### config.mk
export PLATFORM = sky130hd
export DESIGN_NAME = mxint8_block_assembler_flat
export DESIGN_NICKNAME = d
export VERILOG_FILES = /design/src/rtl/mxint8_includes.sv /design/src/rtl/mxint8_block_assembler_pkg.sv /design/src/rtl/mxint8_block_assembler_if.sv /design/src/rtl/mxint8_block_buffer.sv /design/src/rtl/mxint8_block_assembler.sv /design/src/flat_wrapper.sv
export SDC_FILE = /design/constraint.sdc
export NUM_CORES = 1
export LEC_CHECK = 0
export CAP_MARGIN = 20
export CORE_MARGIN = 4
export CORE_UTILIZATION = 48
export DETAILED_ROUTE_END_ITERATION = 6
export PLACE_DENSITY = 0.78
export SLEW_MARGIN = 20
export SYNTH_ARGS = -nofsm -noshare
export SYNTH_HDL_FRONTEND = slang
export SYNTH_SLANG_ARGS = --single-unit
### constraint.sdc
create_clock -name i_clk -period 10.3 [get_ports i_clk]
set_input_delay 2.06 -clock i_clk [delete_from_list [all_inputs] [get_ports i_clk]]
set_output_delay 2.06 -clock i_clk [all_outputs]
set_load 0.02 [all_outputs]
### src/rtl/mxint8_includes.sv
// Shared MXINT8 format constants (block geometry, element and scale widths)
// used by every stage of the MX datapath.
package mxint8_includes;

  localparam int MXINT8_ELEMENT_WIDTH = 8;
  localparam int BLOCK_SIZE = 32;
  localparam int MXINT8_SCALE_WIDTH = 8;
  localparam logic [7:0] MXINT8_SCALE_NAN = 8'hFF;

endpackage

### src/rtl/mxint8_block_assembler_pkg.sv
// Types and helpers local to the MXINT8 block assembler.
package mxint8_block_assembler_pkg;

  typedef enum logic [1:0] {
    BUF_EMPTY = 2'd0,
    BUF_FILL  = 2'd1,
    BUF_FULL  = 2'd2
  } buf_state_e;

  localparam int BLOCK_BITS = mxint8_includes::BLOCK_SIZE * mxint8_includes::MXINT8_ELEMENT_WIDTH;

  // A beat is mis-framed when i_last disagrees with the beat position.
  function automatic logic frame_error(input logic last, input logic at_final);
    return last ^ at_final;
  endfunction

endpackage

### src/rtl/mxint8_block_assembler_if.sv
// Beat-in / block-out handshake bundle of the MXINT8 block assembler.
// slave = assembler side, master = producer/consumer side.
interface mxint8_block_assembler_if #(
  parameter int LANES = 4
);

  logic                                              i_valid;
  logic                                              o_ready;
  logic [mxint8_includes::MXINT8_SCALE_WIDTH-1:0]    i_scale;
  logic [LANES*mxint8_includes::MXINT8_ELEMENT_WIDTH-1:0] i_elements;
  logic                                              i_last;
  logic                                              o_valid;
  logic                                              i_ready;
  logic [mxint8_includes::MXINT8_SCALE_WIDTH-1:0]    o_scale;
  logic [mxint8_includes::BLOCK_SIZE*mxint8_includes::MXINT8_ELEMENT_WIDTH-1:0] o_mxint8_elements;
  logic                                              o_err;

  modport slave (
    input  i_valid, i_scale, i_elements, i_last, i_ready,
    output o_ready, o_valid, o_scale, o_mxint8_elements, o_err
  );

  modport master (
    output i_valid, i_scale, i_elements, i_last, i_ready,
    input  o_ready, o_valid, o_scale, o_mxint8_elements, o_err
  );

endinterface

### src/rtl/mxint8_block_buffer.sv
// One MXINT8 block register with its EMPTY/FILL/FULL state machine and a
// beat-wide write port. Contents are frozen while FULL.
module mxint8_block_buffer
  import mxint8_includes::*;
  import mxint8_block_assembler_pkg::*;
#(
  parameter int LANES = 4,
  parameter int CW    = 3
) (
  input  logic                                  i_clk,
  input  logic                                  i_rst,
  input  logic                                  i_wr_en,
  input  logic [CW-1:0]                         i_wr_beat,
  input  logic                                  i_wr_commit,
  input  logic                                  i_wr_abort,
  input  logic [MXINT8_SCALE_WIDTH-1:0]         i_scale,
  input  logic [LANES*MXINT8_ELEMENT_WIDTH-1:0] i_elements,
  input  logic                                  i_rd,
  output logic                                  o_full,
  output logic [MXINT8_SCALE_WIDTH-1:0]         o_scale,
  output logic [BLOCK_BITS-1:0]                 o_block
);

  localparam int BEAT_BITS = LANES * MXINT8_ELEMENT_WIDTH;

  buf_state_e                    r_state;
  buf_state_e                    w_state_nxt;
  logic [MXINT8_SCALE_WIDTH-1:0] r_scale;
  logic [BLOCK_BITS-1:0]         r_block;
  logic                          w_write;

  assign w_write = i_wr_en && (r_state != BUF_FULL);
  assign o_scale = r_scale;
  assign o_block = r_block;

  // State register
  always_ff @(posedge i_clk or posedge i_rst) begin
    if (i_rst) begin
      r_state <= BUF_EMPTY;
    end else begin
      r_state <= w_state_nxt;
    end
  end

  // Next-state logic; a framing error drops the partial block
  always_comb begin
    w_state_nxt = r_state;
    case (r_state)
      BUF_EMPTY: begin
        if (i_wr_en && !i_wr_abort) begin
          w_state_nxt = i_wr_commit ? BUF_FULL : BUF_FILL;
        end else begin
          w_state_nxt = BUF_EMPTY;
        end
      end
      BUF_FILL: begin
        if (i_wr_en && i_wr_abort) begin
          w_state_nxt = BUF_EMPTY;
        end else if (i_wr_en && i_wr_commit) begin
          w_state_nxt = BUF_FULL;
        end else begin
          w_state_nxt = BUF_FILL;
        end
      end
      BUF_FULL: begin
        if (i_rd) begin
          w_state_nxt = BUF_EMPTY;
        end else begin
          w_state_nxt = BUF_FULL;
        end
      end
      default: w_state_nxt = BUF_EMPTY;
    endcase
  end

  // Output decode
  always_comb begin
    o_full = 1'b0;
    if (r_state == BUF_FULL) begin
      o_full = 1'b1;
    end else begin
      o_full = 1'b0;
    end
  end

  // Beat write; the scale is captured from beat 0 only
  always_ff @(posedge i_clk or posedge i_rst) begin
    if (i_rst) begin
      r_scale <= '0;
      r_block <= '0;
    end else if (w_write) begin
      r_block[int'(i_wr_beat)*BEAT_BITS +: BEAT_BITS] <= i_elements;
      if (i_wr_beat == {CW{1'b0}}) begin
        r_scale <= i_scale;
      end
    end
  end

endmodule

### src/rtl/mxint8_block_assembler.sv
// Collects LANES-wide int8 beats into a BLOCK_SIZE MXINT8 block plus scale.
// Define MXINT8_ASSEMBLER_PINGPONG_EN for two buffers and full-rate streaming.
module mxint8_block_assembler
  import mxint8_includes::*;
  import mxint8_block_assembler_pkg::*;
#(
  parameter int LANES = 4
) (
  input  logic                   i_clk,
  input  logic                   i_rst,
  mxint8_block_assembler_if.slave bus
);

  localparam int BEATS = BLOCK_SIZE / LANES;
  localparam int CW    = (BEATS > 1) ? $clog2(BEATS) : 1;
  localparam logic [CW-1:0] LAST_BEAT = CW'(BEATS - 1);

  logic [CW-1:0] r_beat_cnt;
  logic          r_err;
  logic          w_beat;
  logic          w_xfer;
  logic          w_frame_err;
  logic          w_commit;

  assign w_beat      = bus.i_valid && bus.o_ready;
  assign w_xfer      = bus.o_valid && bus.i_ready;
  assign w_frame_err = w_beat && frame_error(bus.i_last, r_beat_cnt == LAST_BEAT);
  assign w_commit    = w_beat && bus.i_last && (r_beat_cnt == LAST_BEAT);
  assign bus.o_err   = r_err;

  // Beat counter: wraps after the final beat and restarts on a framing error
  always_ff @(posedge i_clk or posedge i_rst) begin
    if (i_rst) begin
      r_beat_cnt <= '0;
    end else if (w_frame_err || w_commit) begin
      r_beat_cnt <= '0;
    end else if (w_beat) begin
      r_beat_cnt <= r_beat_cnt + 1'b1;
    end
  end

  // Error pulse, one cycle after the offending beat
  always_ff @(posedge i_clk or posedge i_rst) begin
    if (i_rst) begin
      r_err <= 1'b0;
    end else begin
      r_err <= w_frame_err;
    end
  end

`ifdef MXINT8_ASSEMBLER_PINGPONG_EN
  logic                          r_wr_ptr;
  logic                          r_rd_ptr;
  logic [1:0]                    w_full;
  logic [MXINT8_SCALE_WIDTH-1:0] w_scale [2];
  logic [BLOCK_BITS-1:0]         w_block [2];

  for (genvar g = 0; g < 2; g++) begin : g_buf
    mxint8_block_buffer #(.LANES(LANES), .CW(CW)) u_buf (
      .i_clk       (i_clk),
      .i_rst       (i_rst),
      .i_wr_en     (w_beat && (r_wr_ptr == 1'(g))),
      .i_wr_beat   (r_beat_cnt),
      .i_wr_commit (w_commit),
      .i_wr_abort  (w_frame_err),
      .i_scale     (bus.i_scale),
      .i_elements  (bus.i_elements),
      .i_rd        (w_xfer && (r_rd_ptr == 1'(g))),
      .o_full      (w_full[g]),
      .o_scale     (w_scale[g]),
      .o_block     (w_block[g])
    );
  end

  // Pointers advance on block completion / transfer, preserving arrival order
  always_ff @(posedge i_clk or posedge i_rst) begin
    if (i_rst) begin
      r_wr_ptr <= 1'b0;
      r_rd_ptr <= 1'b0;
    end else begin
      if (w_commit) begin
        r_wr_ptr <= ~r_wr_ptr;
      end
      if (w_xfer) begin
        r_rd_ptr <= ~r_rd_ptr;
      end
    end
  end

  assign bus.o_ready           = ~(w_full[0] & w_full[1]);
  assign bus.o_valid           = w_full[r_rd_ptr];
  assign bus.o_scale           = w_scale[r_rd_ptr];
  assign bus.o_mxint8_elements = w_block[r_rd_ptr];
`else
  logic w_full;

  mxint8_block_buffer #(.LANES(LANES), .CW(CW)) u_buf (
    .i_clk       (i_clk),
    .i_rst       (i_rst),
    .i_wr_en     (w_beat),
    .i_wr_beat   (r_beat_cnt),
    .i_wr_commit (w_commit),
    .i_wr_abort  (w_frame_err),
    .i_scale     (bus.i_scale),
    .i_elements  (bus.i_elements),
    .i_rd        (w_xfer),
    .o_full      (w_full),
    .o_scale     (bus.o_scale),
    .o_block     (bus.o_mxint8_elements)
  );

  assign bus.o_ready = ~w_full;
  assign bus.o_valid = w_full;
`endif

endmodule

### src/flat_wrapper.sv
// flat-port wrapper written by rule: the top's interface ports become plain ports
module mxint8_block_assembler_flat import mxint8_includes::*; import mxint8_block_assembler_pkg::*;
#(
  parameter int LANES = 4
)
  (i_clk, i_rst, bus_i_valid, bus_i_scale, bus_i_elements, bus_i_last, bus_i_ready, bus_o_ready, bus_o_valid, bus_o_scale, bus_o_mxint8_elements, bus_o_err);
  mxint8_block_assembler_if #(.LANES(LANES)) bus_i ();
  input  logic i_clk;
  input  logic i_rst;
  input wire logic [$bits(bus_i.i_valid)-1:0] bus_i_valid;
  input wire logic [$bits(bus_i.i_scale)-1:0] bus_i_scale;
  input wire logic [$bits(bus_i.i_elements)-1:0] bus_i_elements;
  input wire logic [$bits(bus_i.i_last)-1:0] bus_i_last;
  input wire logic [$bits(bus_i.i_ready)-1:0] bus_i_ready;
  output wire logic [$bits(bus_i.o_ready)-1:0] bus_o_ready;
  output wire logic [$bits(bus_i.o_valid)-1:0] bus_o_valid;
  output wire logic [$bits(bus_i.o_scale)-1:0] bus_o_scale;
  output wire logic [$bits(bus_i.o_mxint8_elements)-1:0] bus_o_mxint8_elements;
  output wire logic [$bits(bus_i.o_err)-1:0] bus_o_err;
  assign bus_i.i_valid = bus_i_valid;
  assign bus_i.i_scale = bus_i_scale;
  assign bus_i.i_elements = bus_i_elements;
  assign bus_i.i_last = bus_i_last;
  assign bus_i.i_ready = bus_i_ready;
  assign bus_o_ready = bus_i.o_ready;
  assign bus_o_valid = bus_i.o_valid;
  assign bus_o_scale = bus_i.o_scale;
  assign bus_o_mxint8_elements = bus_i.o_mxint8_elements;
  assign bus_o_err = bus_i.o_err;
  mxint8_block_assembler #(.LANES(LANES)) u_core (.i_clk(i_clk), .i_rst(i_rst), .bus(bus_i));
endmodule
==> impl_metrics.json <==
{
  "layout_commonest_cell": "clkdlybuf4s50_1",
  "max_freq_ghz": 0.2506,
  "min_period_ns": 3.990,
  "finalNetCount": 1140,
  "ys_warn_count": 0,
  "crit_start": "bus_i_valid",
  "antenna_found_initial": 0,
  "min_path_type": "reg -> reg",
  "via_count": 7332,
  "clockBufferDepth": 3,
  "hpwlAfterDp_microns": 21080,
  "postPlaceCellArea_sq_um": 14690,
  "htreeDepth": 1,
  "cp.arrival_ns": 4.39,
  "avgSynthCellArea_sq_um": 14.48,
  "insertion_delay_ns": 0.53,
  "setup_tns_ns": 0,
  "hold_viol_final": 0,
  "first_pass_iters": 4,
  "hold_start": "u_core.u_buf.o_block[246]",
  "status": "complete, no violations",
  "start_util_pct": 48.68,
  "coreArea_sq_um": 23400,
  "power.density_nw_per_um2": 240.8,
  "grt_pass1_wl_microns": 46980,
  "drv_slew": 0,
  "ys_types": 27,
  "post-cts-setup-buffer-count": 0,
  "finalClockSkew_ns": 0.01207,
  "maxSlewHeadroom_pct": 30.31,
  "rsz0062_at_grt": "no",
  "drt-initial-drc-count": 326,
  "power_leakage_uw": 0.007251,
  "final_area_sq_um": 15570,
  "overflow": 0,
  "seq_area_frac_synth_pct": 59.30,
  "fin_crit_sh_pct": 38.74,
  "clk_pin_slew_ns": 0.06,
  "worst_slew_pin_slew_ns": 1.044,
  "drtAntennaViolNets": 0,
  "cts_buffers": 29,
  "clock-sinks": 270,
  "port_buffers": 311,
  "die_h_microns": 162.1,
  "wl_per_cell_microns": 21.80,
  "place.gp.congestion": 0.8061,
  "viasPerCell": 5.145,
  "syn-cell-area_sq_um": 11390,
  "drive_gt1_share_pct": 22.88,
  "cts-hold-fix-buffers": 0,
  "grt_pass1_vias": 7712,
  "finalSetupViolations": 0,
  "synth_nets": 838,
  "critPathLaunchType": "input pin",
  "cts_root_buffer": "clkbuf_16",
  "drc": 0,
  "ys_seq_elements": 270,
  "holdWs_ns": 0.4854,
  "nFillCells": 1763,
  "drv_cap": 0,
  "die_area_sq_um": 26270,
  "syn2layout_area_growth_pct": 36.70,
  "rows": 56,
  "worst-setup-path-type": "in -> reg",
  "crit_required_ns": 10.70,
  "critPathCaptureType": "flip-flop",
  "grt_start_max_net_pins": 142,
  "layout_common_cells": "clkdlybuf4s50_1, dfrtp_1, mux2_2, and2_1, mux2_4",
  "globalRouteTotalUtil_pct": 23.09,
  "io_pins": 312,
  "syn_inst": 787,
  "cts_tree": "done",
  "timing.rr.start": "u_core.r_beat_cnt[0]",
  "vdd_drop_max_mv": 0.1692,
  "cts_resized": 0,
  "path_max_fanout": 32,
  "die_x_microns": 162.1,
  "wl_microns": 31070,
  "diodes": 0
}
==> power breakdown <==
group	switching (uW)	internal, uW
Clock	410	569
Combinational	642	673
Sequential	149	1310
Total	1200	2550
==> flip-flops by register name (all words and copies together) (netlist names) <==
register              cells
u_core.bus.o_err          1
u_core.r_beat_cnt         3
u_core.u_buf.o_block    256
u_core.u_buf.o_scale      8
u_core.u_buf.r_state      2
==> critical path, cell delays in order <==
cell	delay, ns
clkdlybuf4s50_1	0.59
and2_4	0.26
nand3_2	0.80
mux2_1	0.66
==> cell families (layout without fill, tap and decap cells) <==
kind of cell | count (synthesis) | count (layout) | share of synthesized area [%]
flops | 270 | 270 | 59.30
mux | 233 | 233 | 25.98
simple gates | 156 | 156 | 8.203
buf+inv | 84 | 403 | 4.107
compound gates | 37 | 37 | 1.669
fa+ha+maj | 6 | 6 | 0.6589
xor+xnor | 1 | 1 | 0.07689
==> synthesized netlist by cell type <==
cell type | number | area [sq um]
and3_4 | 2 | 22.52
nor3_1 | 3 | 15.01
clkbuf_1 | 16 | 60.06
dfrtp_1 | 270 | 6756
and2_4 | 1 | 8.760
o21ai_0 | 35 | 175.2
and4_1 | 1 | 8.760
and2_1 | 97 | 606.8
nor2_1 | 5 | 18.77
nand2_1 | 3 | 11.26
inv_1 | 37 | 138.9
buf_12 | 3 | 60.06
ha_1 | 6 | 75.07
nand2b_4 | 1 | 13.76
mux2i_1 | 1 | 10.01
nor3b_1 | 1 | 7.510
nor3b_2 | 1 | 12.51
and3_1 | 3 | 18.77
o31a_1 | 1 | 8.760
mux2_2 | 98 | 1104
mux2_1 | 44 | 495.5
buf_2 | 17 | 85.08
nand3_1 | 38 | 190.2
o22ai_1 | 1 | 6.260
xnor2_1 | 1 | 8.760
mux2_4 | 90 | 1351
buf_6 | 11 | 123.9
==> final timing paths <==
kind / to / slack, ns / cells after the start
worst max-delay path: u_core.u_buf.o_block[32] / 6.31 / 4
worst min register to register: u_core.u_buf.o_block[246] / 0.49 / 1
max in group asynchronous: u_core.u_buf.o_block[55] / 6.94 / 3
min in group asynchronous: u_core.u_buf.o_block[132] / 2.09 / 2
worst max register to register: u_core.u_buf.o_block[32] / 7.12 / 6
worst min-delay path: u_core.u_buf.o_block[246] / 0.49 / 1
==> layout make-up <==
| class | count | area (sq um) | area share, % |
|---|---|---|---|
| Clock buffer | 43 | 858.3 | 5.511 |
| Clock inverter | 5 | 28.78 | 0.1848 |
| Inverter | 37 | 146.4 | 0.9399 |
| Multi-Input combinational cell | 433 | 4208 | 27.02 |
| Sequential cell | 270 | 6756 | 43.38 |
| Tap cell | 319 | 399.1 | 2.563 |
| Timing Repair Buffer | 318 | 3178 | 20.40 |
==> stage by stage <==
stage / setup slack (ns) / instances / utilization, % / power (uW)
after floorplan: 0.8013 / 787 / - / 2129
after global placement: 5.810 / 1377 / 62.76 / 2764
after detailed placement: 5.770 / 1377 / 62.76 / 2788
after CTS: 6.305 / 1425 / 66.55 / 3779
after global routing: 6.237 / 1425 / 66.55 / 3909
final: 6.310 / 1425 / 66.55 / 3750
==> per-layer routing <==
| layer | track usage (%) | vias up | share of wire [%] |
|---|---|---|---|
| li1 | - | 3282 | - |
| met4 | 5.882 | 0 | 2.6 |
| met3 | 7.054 | 52 | 8.2 |
| met1 | 30.13 | 3727 | 41 |
| met2 | 38.07 | 271 | 48 |
| met5 | 0 | - | 0 |
Note: power is estimated with default switching activity, not from simulation.
==> variant (same settings) <==
`LANES` is set to 4 in 4 places; all go to 2.
--- a/src/rtl/mxint8_block_assembler_if.sv
+++ b/src/rtl/mxint8_block_assembler_if.sv
@@ -1,7 +1,7 @@
 // Beat-in / block-out handshake bundle of the MXINT8 block assembler.
 // slave = assembler side, master = producer/consumer side.
 interface mxint8_block_assembler_if #(
-  parameter int LANES = 4
+  parameter int LANES = 2
 );
 
   logic                                              i_valid;
--- a/src/rtl/mxint8_block_buffer.sv
+++ b/src/rtl/mxint8_block_buffer.sv
@@ -4,7 +4,7 @@
   import mxint8_includes::*;
   import mxint8_block_assembler_pkg::*;
 #(
-  parameter int LANES = 4,
+  parameter int LANES = 2,
   parameter int CW    = 3
 ) (
   input  logic                                  i_clk,
--- a/src/rtl/mxint8_block_assembler.sv
+++ b/src/rtl/mxint8_block_assembler.sv
@@ -4,7 +4,7 @@
   import mxint8_includes::*;
   import mxint8_block_assembler_pkg::*;
 #(
-  parameter int LANES = 4
+  parameter int LANES = 2
 ) (
   input  logic                   i_clk,
   input  logic                   i_rst,
--- a/src/flat_wrapper.sv
+++ b/src/flat_wrapper.sv
@@ -1,7 +1,7 @@
 // flat-port wrapper written by rule: the top's interface ports become plain ports
 module mxint8_block_assembler_flat import mxint8_includes::*; import mxint8_block_assembler_pkg::*;
 #(
-  parameter int LANES = 4
+  parameter int LANES = 2
 )
   (i_clk, i_rst, bus_i_valid, bus_i_scale, bus_i_elements, bus_i_last, bus_i_ready, bus_o_ready, bus_o_valid, bus_o_scale, bus_o_mxint8_elements, bus_o_err);
   mxint8_block_assembler_if #(.LANES(LANES)) bus_i ();
Interface: changed (resized bus_i_elements); port bits go from 312 to 296. No check against the original RTL was run, so the function may have changed too.
==> variant against the unedited design <==
Maximum frequency decreased by 3.0%. First-iteration DRC count increased by 24%. Count of clock-buffer cells in the layout decreased by 3. Routed wire length decreased by 0.26%. Core utilization increased by 0.36 points. Sequential cell count increased by 1. Total power increased by 5.1%. Setup slack got worse by 0.12 ns. Design area decreased by 2.7%. Area after synthesis decreased by 3.2%. Clock skew decreased by 0.0036 ns. Highest routed layer unchanged.
==> variant: results (changes against the unedited design) <==
| Quantity | This run | Change |
| --- | --- | --- |
| Outcome | finished, final reports clean |  |
| Crit path max-delay cell type | or4b_1 |  |
| Number of violations reported at the end of detailed-routing iteration 0 | 403 | +24% |
| Synthesized-area fraction occupied by ao, oa, aoi and oai cells | 2.84% | +1.2 points |
| Net count reported at finish | 1097 | -3.8% |
| Share of the yosys chip area belonging to registers | 61.5% | +2.2 points |
| Last weighted congestion value of the routability-driven placer | 0.811 | +0.56% |
| Vias per cell | 5.36 | +4.2% |
| Worst Clk Skew | 0.00850 ns | -0.00357 ns |
| Wire length of the first global-routing pass | 48100 um | +2.4% |
| Delay of the slowest critical-path stage | 0.97 ns | +0.17 ns |
| P_leak | 7.12 nW | -1.8% |
| Maximum resistive drop on vdd | 0.000181 V | +6.8% |
| EDFF count, synth | 0 | unchanged |
| Post-Synth Adder-Cell Area | 0.340% | -0.32 points |
| Highest clock frequency the design can meet | 243 MHz | -3.0% |
| Flop-to-flop setup slack | 6.62 ns | -0.50 ns |
| Synth top area cells | dfrtp_1 (62%), mux2_2 (22%), o21ai_0 (2.5%) |  |
| Worst path arrival time | 4.53 ns | +0.14 ns |
| Net count after synthesis | 823 | -1.8% |
| Detailed-route wire length | 31000 um | -0.26% |
| Post-Synth XOR/XNOR Area | 0.159% | +0.082 points |
| Detailed placement HPWL | 20900 um | -0.96% |
| Inserted Clock Buffers | 28 | -3.4% |
| R2R depth | 7 | +1 |
| Via count of the first global-routing pass | 7965 | +3.3% |
| Top cell types by occurrence after synthesis | dfrtp_1 (271), mux2_2 (219), o21ai_0 (55), nand2_1 (39), and2_1 (34) |  |
| Fraction of synthesized area in multiplexers | 24.5% | -1.5 points |
| HP Start | u_core.u_buf.r_state[1] |  |
| Number of distinct library cell variants in the gate-level netlist after synthesis | 43 | +59% |
| Port-buffer cells | 295 | -5.1% |
| Fraction of final layout cells sized beyond drive strength 1 | 26.9% | +4.1 points |
| All-Layer GR Usage | 24.0% | +0.92 points |
| Worst Hold Path EP | u_core.u_buf.r_state[0] |  |
| Worst-Margin Slew | 1.08 ns | +0.0390 ns |
| Maximum number of pins on one net before global-route repair | 146 | +2.8% |
| Filler Cell Count | 1691 | -4.1% |
variant: changes by cell type after synthesis, sizes merged, moves of 14 or more:
| cell | change |
|---|---|
| nand3 | -34 |
| clkbuf | +14 |
| mux2i | +16 |
| nand2 | +36 |
| o21ai | +21 |
| inv | -15 |
| and2 | -64 |
variant: logic make-up (layout without fill, tap and decap cells):
family	count (synthesis)	after routing
DFF	271	271
xor gates and xnor gates	2	2
AOI/OAI and AO/OA	60	60
muxes	240	240
adders and majority gates	3	3
and+or+nand+nor	134	134
buffers and inverters	81	374
variant: how the worst max path moves through the flow:
stage	to	slack (ns)
after floorplan	u_core.bus.o_err	0.77
after global placement	u_core.u_buf.o_block[226]	5.67
after detailed placement	u_core.u_buf.o_block[225]	5.65
after CTS	u_core.u_buf.o_block[225]	6.21
after global routing	u_core.u_buf.o_block[198]	6.10
final	u_core.u_buf.o_block[225]	6.19
variant: area by class of cell:
type                       count  area share, %
sequential                   271           44.8
clock inverter                 9          0.991
inverter                      22          0.595
multi-input combinational    439           25.7
timing repair buffer         303           20.0
clock buffer                  40           5.59
tap                          285           2.35
variant: power breakdown:
group | leakage, nW | internal [mW] | switching (mW)
registers | 3.60 | 1.33 | 0.146
logic | 3.03 | 0.671 | 0.713
clock network | 0.487 | 0.667 | 0.413
variant: per-stage QoR:
stage	cell area, um^2	cells	hold slack (ns)	util [%]	setup slack (ns)
after floorplan	11000	791	0.427	-	0.773
after global placement	14100	1319	0.449	62.4	5.67
after detailed placement	14100	1319	0.477	62.4	5.65
after CTS	15100	1368	0.483	66.9	6.21
after global routing	15100	1369	0.513	66.9	6.10
final	15100	1369	0.489	66.9	6.19
variant: routing by layer:
layer | track usage [%] | routed length (um) | vias to the layer above
met3 | 8.41 | 2840 | 42
met4 | 6.19 | 690 | 0
met5 | 0 | 0 | -
met1 | 30.1 | 12500 | 3772
li1 | - | - | 3278
met2 | 40.0 | 14900 | 250
